### src/rtl/vga_timing_gen_if.sv
// Pixel-chain types and the interface that carries one pixel's timing and
// colour from stage to stage.
package vga_pkg;
  localparam int unsigned PXL_X_W = 10;
  localparam int unsigned PXL_Y_W = 9;

  typedef struct packed {
    logic [PXL_X_W-1:0] pxl_x;
    logic [PXL_Y_W-1:0] pxl_y;
    logic [3:0]         red;
    logic [3:0]         green;
    logic [3:0]         blue;
    logic               en;
    logic               hsync;
    logic               vsync;
    logic               active;
  } vga_t;
endpackage

interface vga_timing_gen_if;
  vga_pkg::vga_t t;
  modport master (output t);
  modport slave  (input  t);
endinterface

### src/rtl/vga_timing_gen.sv
// VGA timing generator: head of the pixel chain. Produces registered sync,
// active-video, pixel coordinates and background colour, plus pixel, line
// and frame strobes and a running frame counter.
module vga_timing_gen
  import vga_pkg::*;
#(
  parameter int unsigned WIDTH       = 640,
  parameter int unsigned HEIGHT      = 480,
  parameter int unsigned H_FP        = 16,
  parameter int unsigned H_SYNC      = 96,
  parameter int unsigned H_BP        = 48,
  parameter int unsigned V_FP        = 10,
  parameter int unsigned V_SYNC      = 2,
  parameter int unsigned V_BP        = 33,
  parameter logic        SYNC_ACTIVE = 1'b0,
  parameter int unsigned CLK_DIV     = 2
) (
  input  logic                   clk,
  input  logic                   resetN,
  input  logic                   enable,
  input  logic [11:0]            bg_color,
  vga_timing_gen_if.master       vga_chain_out,
  output logic                   pixel_tick,
  output logic                   line_start,
  output logic                   frame_start,
  output logic [15:0]            frame_cnt
);

  localparam int unsigned H_TOTAL = WIDTH + H_FP + H_SYNC + H_BP;
  localparam int unsigned V_TOTAL = HEIGHT + V_FP + V_SYNC + V_BP;
  localparam int unsigned HW      = $clog2(H_TOTAL);
  localparam int unsigned VW      = $clog2(V_TOTAL);
  localparam int unsigned DW      = (CLK_DIV > 1) ? $clog2(CLK_DIV) : 1;
  localparam int unsigned XW      = $clog2(WIDTH);
  localparam int unsigned YW      = $clog2(HEIGHT);

  logic [DW-1:0] div_cnt;
  logic [HW-1:0] h_cnt, h_next;
  logic [VW-1:0] v_cnt, v_next;
  logic          tick;
  logic          wrap_h;
  logic          new_line;
  logic          new_frame;
  int unsigned   h_i, v_i;
  vga_t          pix_next;

  // Next counter position and the pixel it presents; outputs are built from
  // the post-tick position so the registered pixel matches the new counters.
  always_comb begin
    tick   = enable && (div_cnt == DW'(CLK_DIV - 1));
    wrap_h = (h_cnt == HW'(H_TOTAL - 1));
    h_next = wrap_h ? '0 : h_cnt + 1'b1;
    v_next = v_cnt;
    if (wrap_h) begin
      v_next = (v_cnt == VW'(V_TOTAL - 1)) ? '0 : v_cnt + 1'b1;
    end
    new_line  = (h_next == '0);
    new_frame = new_line && (v_next == '0);
    h_i = 32'(h_next);
    v_i = 32'(v_next);

    pix_next        = '0;
    pix_next.active = (h_i < WIDTH) && (v_i < HEIGHT);
    pix_next.hsync  = ((h_i >= WIDTH + H_FP) && (h_i < WIDTH + H_FP + H_SYNC))
                      ? SYNC_ACTIVE : ~SYNC_ACTIVE;
    pix_next.vsync  = ((v_i >= HEIGHT + V_FP) && (v_i < HEIGHT + V_FP + V_SYNC))
                      ? SYNC_ACTIVE : ~SYNC_ACTIVE;
    if (pix_next.active) begin
      pix_next.pxl_x = PXL_X_W'(h_next[XW-1:0]);
      pix_next.pxl_y = PXL_Y_W'(v_next[YW-1:0]);
      pix_next.red   = bg_color[11:8];
      pix_next.green = bg_color[7:4];
      pix_next.blue  = bg_color[3:0];
    end
  end

  // Pixel divider and raster counters; reset parks them on the last pixel of
  // the frame so the first tick lands on (0,0).
  always_ff @(posedge clk or negedge resetN) begin
    if (!resetN) begin
      div_cnt <= '0;
      h_cnt   <= HW'(H_TOTAL - 1);
      v_cnt   <= VW'(V_TOTAL - 1);
    end else if (enable) begin
      div_cnt <= tick ? '0 : div_cnt + 1'b1;
      if (tick) begin
        h_cnt <= h_next;
        v_cnt <= v_next;
      end
    end
  end

  // Registered chain outputs, strobes and frame counter, updated on tick only.
  always_ff @(posedge clk or negedge resetN) begin
    if (!resetN) begin
      vga_chain_out.t       <= '0;
      vga_chain_out.t.hsync <= ~SYNC_ACTIVE;
      vga_chain_out.t.vsync <= ~SYNC_ACTIVE;
      pixel_tick            <= 1'b0;
      line_start            <= 1'b0;
      frame_start           <= 1'b0;
      frame_cnt             <= '0;
    end else begin
      pixel_tick  <= tick;
      line_start  <= tick && new_line;
      frame_start <= tick && new_frame;
      if (tick) begin
        vga_chain_out.t <= pix_next;
      end
      if (tick && new_frame) begin
        frame_cnt <= frame_cnt + 1'b1;
      end
    end
  end

endmodule
### src/flat_wrapper.sv
// flat-port wrapper written by rule: the top's interface ports become plain ports
module vga_timing_gen_flat import vga_pkg::*;
#(
  parameter int unsigned WIDTH       = 640,
  parameter int unsigned HEIGHT      = 480,
  parameter int unsigned H_FP        = 16,
  parameter int unsigned H_SYNC      = 96,
  parameter int unsigned H_BP        = 48,
  parameter int unsigned V_FP        = 10,
  parameter int unsigned V_SYNC      = 2,
  parameter int unsigned V_BP        = 33,
  parameter logic        SYNC_ACTIVE = 1'b0,
  parameter int unsigned CLK_DIV     = 2
)
  (clk, resetN, enable, bg_color, pixel_tick, line_start, frame_start, frame_cnt, vga_chain_out_t);
  vga_timing_gen_if vga_chain_out_i ();
  input  logic clk;
  input  logic resetN;
  input  logic enable;
  input  logic [11:0] bg_color;
  output logic pixel_tick;
  output logic line_start;
  output logic frame_start;
  output logic [15:0] frame_cnt;
  output wire logic [$bits(vga_chain_out_i.t)-1:0] vga_chain_out_t;
  assign vga_chain_out_t = vga_chain_out_i.t;
  vga_timing_gen #(.WIDTH(WIDTH), .HEIGHT(HEIGHT), .H_FP(H_FP), .H_SYNC(H_SYNC), .H_BP(H_BP), .V_FP(V_FP), .V_SYNC(V_SYNC), .V_BP(V_BP), .SYNC_ACTIVE(SYNC_ACTIVE), .CLK_DIV(CLK_DIV)) u_core (.clk(clk), .resetN(resetN), .enable(enable), .bg_color(bg_color), .vga_chain_out(vga_chain_out_i), .pixel_tick(pixel_tick), .line_start(line_start), .frame_start(frame_start), .frame_cnt(frame_cnt));
endmodule
### config.mk
export PLATFORM = sky130hd
export DESIGN_NAME = vga_timing_gen_flat
export DESIGN_NICKNAME = d
export VERILOG_FILES = /design/src/rtl/vga_timing_gen_if.sv /design/src/rtl/vga_timing_gen.sv /design/src/flat_wrapper.sv
export SDC_FILE = /design/constraint.sdc
export NUM_CORES = 1
export LEC_CHECK = 0
export CORE_MARGIN = 10
export CORE_UTILIZATION = 53
export DETAILED_ROUTE_END_ITERATION = 16
export PLACE_DENSITY_LB_ADDON = 0.05
export SLEW_MARGIN = 5
export SYNTH_ARGS = -nofsm -noshare
export SYNTH_HDL_FRONTEND = slang
export SYNTH_SLANG_ARGS = --single-unit
### constraint.sdc
create_clock -name clk -period 4 [get_ports clk]
set_input_delay 0.6 -clock clk [delete_from_list [all_inputs] [get_ports clk]]
set_output_delay 0.6 -clock clk [all_outputs]
set_load 0.005 [all_outputs]
==> results of run 1 <==
==> cells in the mapped netlist (all sizes together), types with 2 or more instances <==
cell type	n	area [um2]
buf	22	144
nor4	7	43.8
xor2	6	52.6
nand4	16	100
or4	4	33.8
ha	4	50.1
nor3	9	50.1
nand2	83	312
a21oi	7	35.0
o31ai	11	82.6
nor2	17	63.8
clkbuf	11	41.3
mux2i	2	20.0
mux2	2	22.5
and2	4	25.0
and3	9	56.3
o21ai	36	218
or4b	2	23.8
o41ai	2	17.5
o211ai	2	15.0
and4	4	35.0
nand3	18	90.1
dfrtp	62	1550
inv	9	33.8
xnor2	30	263
dfstp	12	315
a31oi	4	25.0
nand4b	2	32.5
==> final timing paths <==
path,start,cells after the start,endpoint
max reg2reg,u_core.h_cnt[0],10,u_core.frame_cnt[1]
min reg2reg,u_core.frame_cnt[15],1,u_core.frame_cnt[15]
max in group asynchronous,resetN,2,u_core.v_cnt[3]
max,u_core.h_cnt[0],10,u_core.frame_cnt[1]
min in group clk,u_core.frame_cnt[15],1,u_core.frame_cnt[15]
min,resetN,1,u_core.vga_chain_out.t[33]
==> area by class of cell <==
cell class / count / area [um2]
Fill cell: 610 / 2390
Inverter: 9 / 33.8
Timing Repair Buffer: 75 / 726
Sequential cell: 74 / 1870
Tap cell: 99 / 124
Clock buffer: 11 / 131
Clock inverter: 5 / 104
Multi-Input combinational cell: 301 / 1840
==> power by group through the flow <==
stage | clock network, mW | logic [mW] | registers (mW)
floorplan | 0 | 0.390 | 1.00
global placement | 0 | 0.673 | 1.04
detailed placement | 0 | 0.683 | 1.05
CTS | 0.698 | 0.687 | 1.04
global route | 0.736 | 0.751 | 1.06
finish | 0.681 | 0.677 | 1.04
==> through the flow <==
| stage | instance area [um2] | std cells | utilization (%) |
|---|---|---|---|
| 2_1_floorplan | 3920 | 417 | - |
| 3_3_place_gp | 4590 | 558 | 63.6 |
| 3_5_place_dp | 4590 | 558 | 63.6 |
| 4_1_cts | 4830 | 574 | 66.9 |
| 5_1_grt | 4830 | 574 | 66.9 |
| 6_report | 4830 | 574 | 66.9 |
==> per-layer routing <==
| metal | share of wire [%] | GRT usage [%] | up-vias |
|---|---|---|---|
| met5 | 0 | 0 | - |
| met4 | 1.5 | 6.77 | 0 |
| met3 | 6.0 | 3.08 | 12 |
| met2 | 46 | 25.8 | 113 |
| met1 | 46 | 23.7 | 1523 |
| li1 | - | - | 1570 |
==> worst max-delay path, stage by stage, from the launching register on <==
cell and delay (ps):
dfstp_2 570, ha_1 340, and4_1 320, nand3_1 100, buf_4 190, or4b_2 630, o211ai_1 140, nor3b_4 200
buf_4 220, nand2_1 140, mux2_1 340
==> registers in the layout, summed over array words and instances, names as in the netlist <==
name                    cells
u_core.vga_chain_out.t     34
u_core.frame_cnt           16
u_core.h_cnt               10
u_core.v_cnt               10
u_core.div_cnt              1
u_core.frame_start          1
u_core.line_start           1
u_core.pixel_tick           1
==> kinds of logic after synthesis <==
group / share of synthesized area, %
muxes: 1.08
DFF: 47.6
AOI/OAI and AO/OA: 12.5
adders and majority gates: 1.28
other: 0.0956
buffers and inverters: 5.58
xor gates and xnor gates: 8.04
and+or+nand+nor: 23.8
==> metrics.cfg, run 1 <==
[place]
place_ws_ps=727
gp_congestion=0.884
dp_hpwl_um=6940
portBuffers=67

[die]
core-area_um2=7210
start_util_pct=54.4
io_pins=69
rows=31
die_height_um=106
die_area_um2=11200
dieWidth_um=106

[clock_tree]
path_clk_slew_ps=70
htreeDepth=3
cts_tree=done
cts_made_buffers=9
cts.path.max_buffers=2
post_cts_buffers=0
cts_resized=0
ctsHoldBuffers=0
root_buffer=clkbuf_8
clk_latency_ps=340
clock_sinks=74

[final_layout]
final_common_cell=nand2_1
final_cell_mix=82 x nand2_1, 66 x clkdlybuf4s50_1, 62 x dfrtp_1, 30 x xnor2_1, 25 x o21ai_0
final_nets=489
layout-drive-gt1-share_pct=11.8
areaGrowthSynthToFinish_pct=23.0
n_antenna_cell=0

[timing]
fin_hold_ws_ps=198
min_period_ps=3310
final-setup-viol-count=0
timing.setup.tns_ps=0
hold_viol=0
timing.final.crit_share_pct=82.7
timing.final.ws_setup_ps=692
fmax_ghz=0.302
relSlewSlack_pct=45.8
slew_viol_final=0
worst-slew-pin-transition_ps=812
finalClockSkew_ps=8.69
rsz0062_at_grt=false

[setup_path]
worst_ep_arrival_time_ps=3530
endpoint_kind=flop
startpoint_type=flop
critical_path_class=flop to flop
worstPathRequired_ps=4220
worstPathMaxFanout=15
worst-r2r-setup-slack_ps=690

[global_routing]
grt_max_degree=40
overflow=0
grt_antenna_before_repair=0
grt_pass1_wl_um=16000
grt_pass1_vias=3056
groute.usage.overall_pct=17.1

[synth]
seq_area_frac_synth_pct=47.6
synthDistinctLibCells=58
ys_ff_latch=74
ys_async_sr_fraction_pct=100
synth_enable_flop_cells=0
ys_warn_count=0
synth_flop_cell=dfrtp_1
synthCells=417
syn_nets=436
synth.cell_area_um2=3920
avgSynthCellArea_um2=9.41

[flow_run]
cap_violations=0

[power_and_ir_drop]
p_per_area_nw_per_um2=496
p_switching_uw=725
p_sw_share_pct=30.3
seq_power_share_pct=43.3
p_int_mw=1.67
power.leakage_nw=1.97
p_comb_share_pct=28.3
p_clk_share_pct=28.4
ir_drop_uv=396
total_power_mw=2.39

[status]
status=completed

[hold_path]
hold_class=input port to asynchronous set/reset pin

[route]
wl_per_cell_um=16.6
firstDrtPassIters=5
drtAntennaViolNets=0
drtIter0Drc=161
dr_total_vias=3218
drc=0
routed_wl_um=9540
via_per_inst=5.61

Note: power is estimated with default switching activity, not from simulation.
==> run 2: changes to the inputs <==
Settings changed: CORE_UTILIZATION 53 to 48.
Clock period 4 ns to 2.8 ns, I/O delays scaled along.
==> run 2 against run 1 <==
Effect of this change:
- global-route usage shrank 0.77 points
- first-iteration DRC count shrank 2.5%
- via count grew 3.4%
- sequential power grew 39%
- fmax grew 21%
==> metrics.cfg, run 2 (same netlist as run 1, synthesis figures left out) <==
[clock_tree]
ctsHoldBuffers=0
clock_sinks=74
root_buffer=clkbuf_8
path_clk_slew_ps=90
clk_latency_ps=350
cts_made_buffers=9
htreeDepth=3
cts_tree=done
cts.path.max_buffers=2

[route]
routed_wl_um=10200
via_per_inst=5.53
wl_per_cell_um=16.9
drtAntennaViolNets=0
firstDrtPassIters=5
drc=0
drtIter0Drc=157
dr_total_vias=3328

[power_and_ir_drop]
power.leakage_nw=2.12
p_per_area_nw_per_um2=672
p_clk_share_pct=25.6
p_int_mw=2.32
p_sw_share_pct=32.3
p_comb_share_pct=32.2
seq_power_share_pct=42.2
ir_drop_uv=328
p_switching_mw=1.11

[die]
io_pins=69
dieWidth_um=110
die_area_um2=12200
rows=32
die_height_um=110
core-area_um2=7850
start_util_pct=50.0

[setup_path]
worstPathMaxFanout=9
r2r_cells=9
worstPathRequired_ps=3040
startpoint_type=flop
endpoint_kind=flop
worst-r2r-setup-slack_ps=70
critical_path.startpoint=u_core.h_cnt[8]
worst_ep_arrival_time_ps=2970
critical_path_class=flop to flop
r2r_start=u_core.h_cnt[8]

[timing]
hold_viol=0
timing.setup.tns_ps=0
min_period_ps=2730
finalClockSkew_ps=12.4
final-setup-viol-count=0
timing.final.crit_share_pct=97.7
timing.final.ws_setup_ps=65.7
slew_viol_final=0
fmax_ghz=0.366
relSlewSlack_pct=38.7
worst-slew-pin-transition_ps=920

[global_routing]
grt_antenna_before_repair=0
groute.usage.overall_pct=16.3
grt_max_degree=75
grt_pass1_vias=3081
overflow=0
grt_pass1_wl_um=16800

[status]
status=completed

[final_layout]
areaGrowthSynthToFinish_pct=30.1
layout-drive-gt1-share_pct=18.8
final_cell_area_um2=5110
final_cell_mix=81 x nand2_1, 66 x clkdlybuf4s50_1, 62 x dfrtp_1, 30 x buf_4, 29 x xnor2_1
largest_register_ff_count=34
final_nets=514
final_common_cell=nand2_1
n_antenna_cell=0
top_register=u_core.vga_chain_out.t
top_regs=u_core.vga_chain_out.t (34), u_core.frame_cnt (16)

[place]
dp_hpwl_um=7380
placed_cell_area_um2=4800
gp_congestion=0.877
place_ws_ps=12.5
portBuffers=67

[flow_run]
cap_violations=0

[hold_path]
hold_class=input port to asynchronous set/reset pin

[run 2: cell count changes in the layout (fill, tap and decap cells not counted), moves of 2 or more]
cell	previous run	this run
clkinvlp_4	0	2
buf_6	0	2
buf_4	8	30
buf_12	0	2
bufinv_16	3	1
nor4_2	0	2
nor4_1	7	4
clkbuf_1	2	0
[run 2: power by group through the flow]
stage / Sequential [mW] / Combinational, mW / Clock, mW
6_report: 1.45 / 1.11 / 0.876
5_1_grt: 1.48 / 1.22 / 0.953
4_1_cts: 1.44 / 1.09 / 0.904
3_5_place_dp: 1.46 / 1.09 / 0
3_3_place_gp: 1.46 / 1.07 / 0
2_1_floorplan: 1.43 / 0.559 / 0
[run 2: layout make-up]
class | instances | area (um2)
clock inverter | 6 | 73.8
multi-input combinational | 301 | 1920
tap | 102 | 128
timing repair buffer | 100 | 948
inverter | 9 | 33.8
fill | 675 | 2740
clock buffer | 10 | 138
sequential | 74 | 1870
[run 2: layer usage]
metal | vias to the layer above | global-route usage (%) | part of all wire (%)
met5 | - | 0 | 0
met2 | 93 | 24.4 | 47
met1 | 1607 | 22.7 | 47
met3 | 6 | 4.27 | 5.7
li1 | 1622 | - | -
met4 | 0 | 4.15 | 0.73
[run 2: repair_timing]
item,4_1_cts,5_1_grt
buffers inserted,0,1
gates resized for setup,0,16
endpoints found under the setup margin,0,48
[run 2: worst max-delay path: stages, from the launching register on]
cell and delay (ps):
dfstp_2 580, or4b_4 520, nor4_2 320, xnor2_1 230, nand3_1 160, a211oi_2 230
buf_4 190, buf_12 120, nand4_1 100, xnor2_1 160
[run 2: path summary, 6_finish.rpt]
| kind | endpoint |
|---|---|
| max | u_core.frame_cnt[8] |
| min | u_core.vga_chain_out.t[30] |
| max reg2reg | u_core.frame_cnt[8] |
| min reg2reg | u_core.frame_cnt[15] |
| max in group asynchronous | u_core.h_cnt[6] |
| min in group clk | u_core.frame_cnt[15] |
[run 2: per-stage QoR]
stage	hold slack, ps	cells	util, %	total power, mW
finish	202	602	65.1	3.43
global route	266	602	65.1	3.65
CTS	245	600	63.9	3.44
detailed placement	468	584	61.2	2.55
global placement	460	584	61.2	2.53
floorplan	124	417	-	1.99
==> run 3: changes to the inputs <==
Settings changed: PLACE_DENSITY_LB_ADDON 0.05 to 0.3.
==> run 3 against run 2 <==
Effect of this change:
- combinational power grew 4%
- fmax grew 1.0%
- via count grew 2.3%
- sequential cell count is the same
- critical path depth shrank 2
- clock power grew 5.7%
- critical path type unchanged
- critical endpoint is now u_core.vga_chain_out.t[7]
- largest cell class unchanged
==> metrics.cfg, run 3 (same netlist as run 1, synthesis figures left out) <==
[final_layout]
largest_register_ff_count=34
final_common_cell=nand2_1
areaGrowthSynthToFinish_pct=31.6
fin_util_pct=65.8
top_regs=u_core.vga_chain_out.t (34), u_core.frame_cnt (16)
final_cell_mix=81 x nand2_1, 66 x clkdlybuf4s50_1, 62 x dfrtp_1, 27 x xnor2_1, 27 x buf_4
final_nets=514
layout-drive-gt1-share_pct=18.8
n_antenna_cell=0
top_register=u_core.vga_chain_out.t
final_cell_area_um2=5160
stdcell_count=602

[hold_path]
hold_class=flop to flop
holdPathEnd=u_core.vga_chain_out.t[23]
hold_start=u_core.vga_chain_out.t[23]
holdPathStages=2

[global_routing]
overflow=0
grt_max_degree=36
groute.usage.overall_pct=16.0
grt_antenna_before_repair=0
grt_pass1_wl_um=16700
grt_pass1_vias=3262

[place]
dp_cells=580
place_ws_ps=51.5
dp_hpwl_um=7240
portBuffers=67
placed_cell_area_um2=4770
gp_congestion=0.875

[die]
start_util_pct=50.0
die_height_um=110
core-area_um2=7850
rows=32
dieWidth_um=110
io_pins=69
die_area_um2=12200

[route]
via_per_inst=5.65
drtIter0Drc=419
dr_total_vias=3403
met2_wirelength_um=4930
drtAntennaViolNets=0
wl_met3_um=701
drc=0
top_layer=met4
routed_wl_um=10500
wl_per_cell_um=17.4
drt-met1-wl_um=4720
firstDrtPassIters=8

[timing]
timing.final.ws_setup_ps=92.9
worst-slew-pin-transition_ps=621
timing.setup.tns_ps=0
timing.final.crit_share_pct=96.7
fin_hold_ws_ps=479
hold_viol=0
slew_viol_final=0
relSlewSlack_pct=58.5
fmax_ghz=0.369
min_period_ps=2710
final-setup-viol-count=0
finalClockSkew_ps=17.6

[setup_path]
worst-r2r-setup-slack_ps=90
worstPathMaxFanout=21
r2r_start=u_core.h_cnt[8]
r2r_cells=7
worst_ep_arrival_time_ps=2930
crit_path_cell_trace=or4b_4 > nor4_4 > xnor2_2 > or4_4 > nand4b_4 > buf_12 > o21ai_0
critical_path_class=flop to flop
worstPathRequired_ps=3020
crit_slowest_cell=dfstp_2
worst_path_largest_cell_delay_ps=570
startpoint_type=flop
endpoint_kind=flop
rr_endpoint=u_core.vga_chain_out.t[7]

[clock_tree]
clock_sinks=74
cts_tree=done
cts.path.max_buffers=2
path_clk_slew_ps=80
cts_made_buffers=9
htreeDepth=3
clk_latency_ps=360
root_buffer=clkbuf_8

[power_and_ir_drop]
power.leakage_nw=2.17
total_power_mw=3.53
ir_drop_uv=305
p_per_area_nw_per_um2=683

[status]
status=completed

[flow_run]
cap_violations=0

==> run 3: changes by cell type in the layout (fill, tap and decap cells not counted), sizes merged <==
cell	previous run	this run
buf	34	33
bufinv	1	2
clkinvlp	2	1
inv	11	10
clkinv	1	2
dlygate4sd3	0	1
==> run 3: how the worst max path moves through the flow <==
stage                               start                         to  slack (ps)  cells past startpoint
after floorplan           u_core.h_cnt[0]        u_core.frame_cnt[1]          -4                      9
after global placement    u_core.h_cnt[8]  u_core.vga_chain_out.t[7]          90                      7
after detailed placement  u_core.h_cnt[0]        u_core.frame_cnt[6]          50                      9
after CTS                 u_core.h_cnt[0]        u_core.frame_cnt[8]          40                      9
after global routing      u_core.h_cnt[0]        u_core.frame_cnt[8]         -40                      9
final                     u_core.h_cnt[8]  u_core.vga_chain_out.t[7]          90                      7
==> run 3: repair_timing <==
action,CTS,global route
resized for setup,0,24
endpoints found under the setup margin,0,48
buffers inserted,0,4
hold buffers,1,0
hold endpoints to repair,7,0
==> run 3: final cells by class <==
| type | count | area [um2] |
|---|---|---|
| well taps | 102 | 128 |
| inverters | 9 | 33.8 |
| fillers | 627 | 2690 |
| clock inverters | 6 | 90.1 |
| flip-flops and latches | 74 | 1870 |
| multi-input cells | 301 | 1960 |
| repair buffers | 100 | 952 |
| clock buffers | 10 | 128 |
==> run 3: routing by layer <==
metal / track usage, % / vias up
met5: 0 / -
met2: 24.3 / 143
li1: - / 1614
met1: 22.3 / 1633
met4: 4.15 / 0
met3: 3.57 / 13
==> run 3: worst max-delay path, delay by kind of cell (launching register included) <==
kind,cells,cell delay [ps]
AOI/OAI and AO/OA,1,100
xor gates and xnor gates,1,140
buffers and inverters,1,180
DFF,1,570
and+or+nand+nor,4,1580
==> run 3: where the power goes <==
part	internal [mW]	switching [mW]	leakage, nW	total [mW]
clock	0.505	0.421	0.107	0.926
combinational	0.591	0.563	1.12	1.15
sequential	1.30	0.147	0.943	1.45
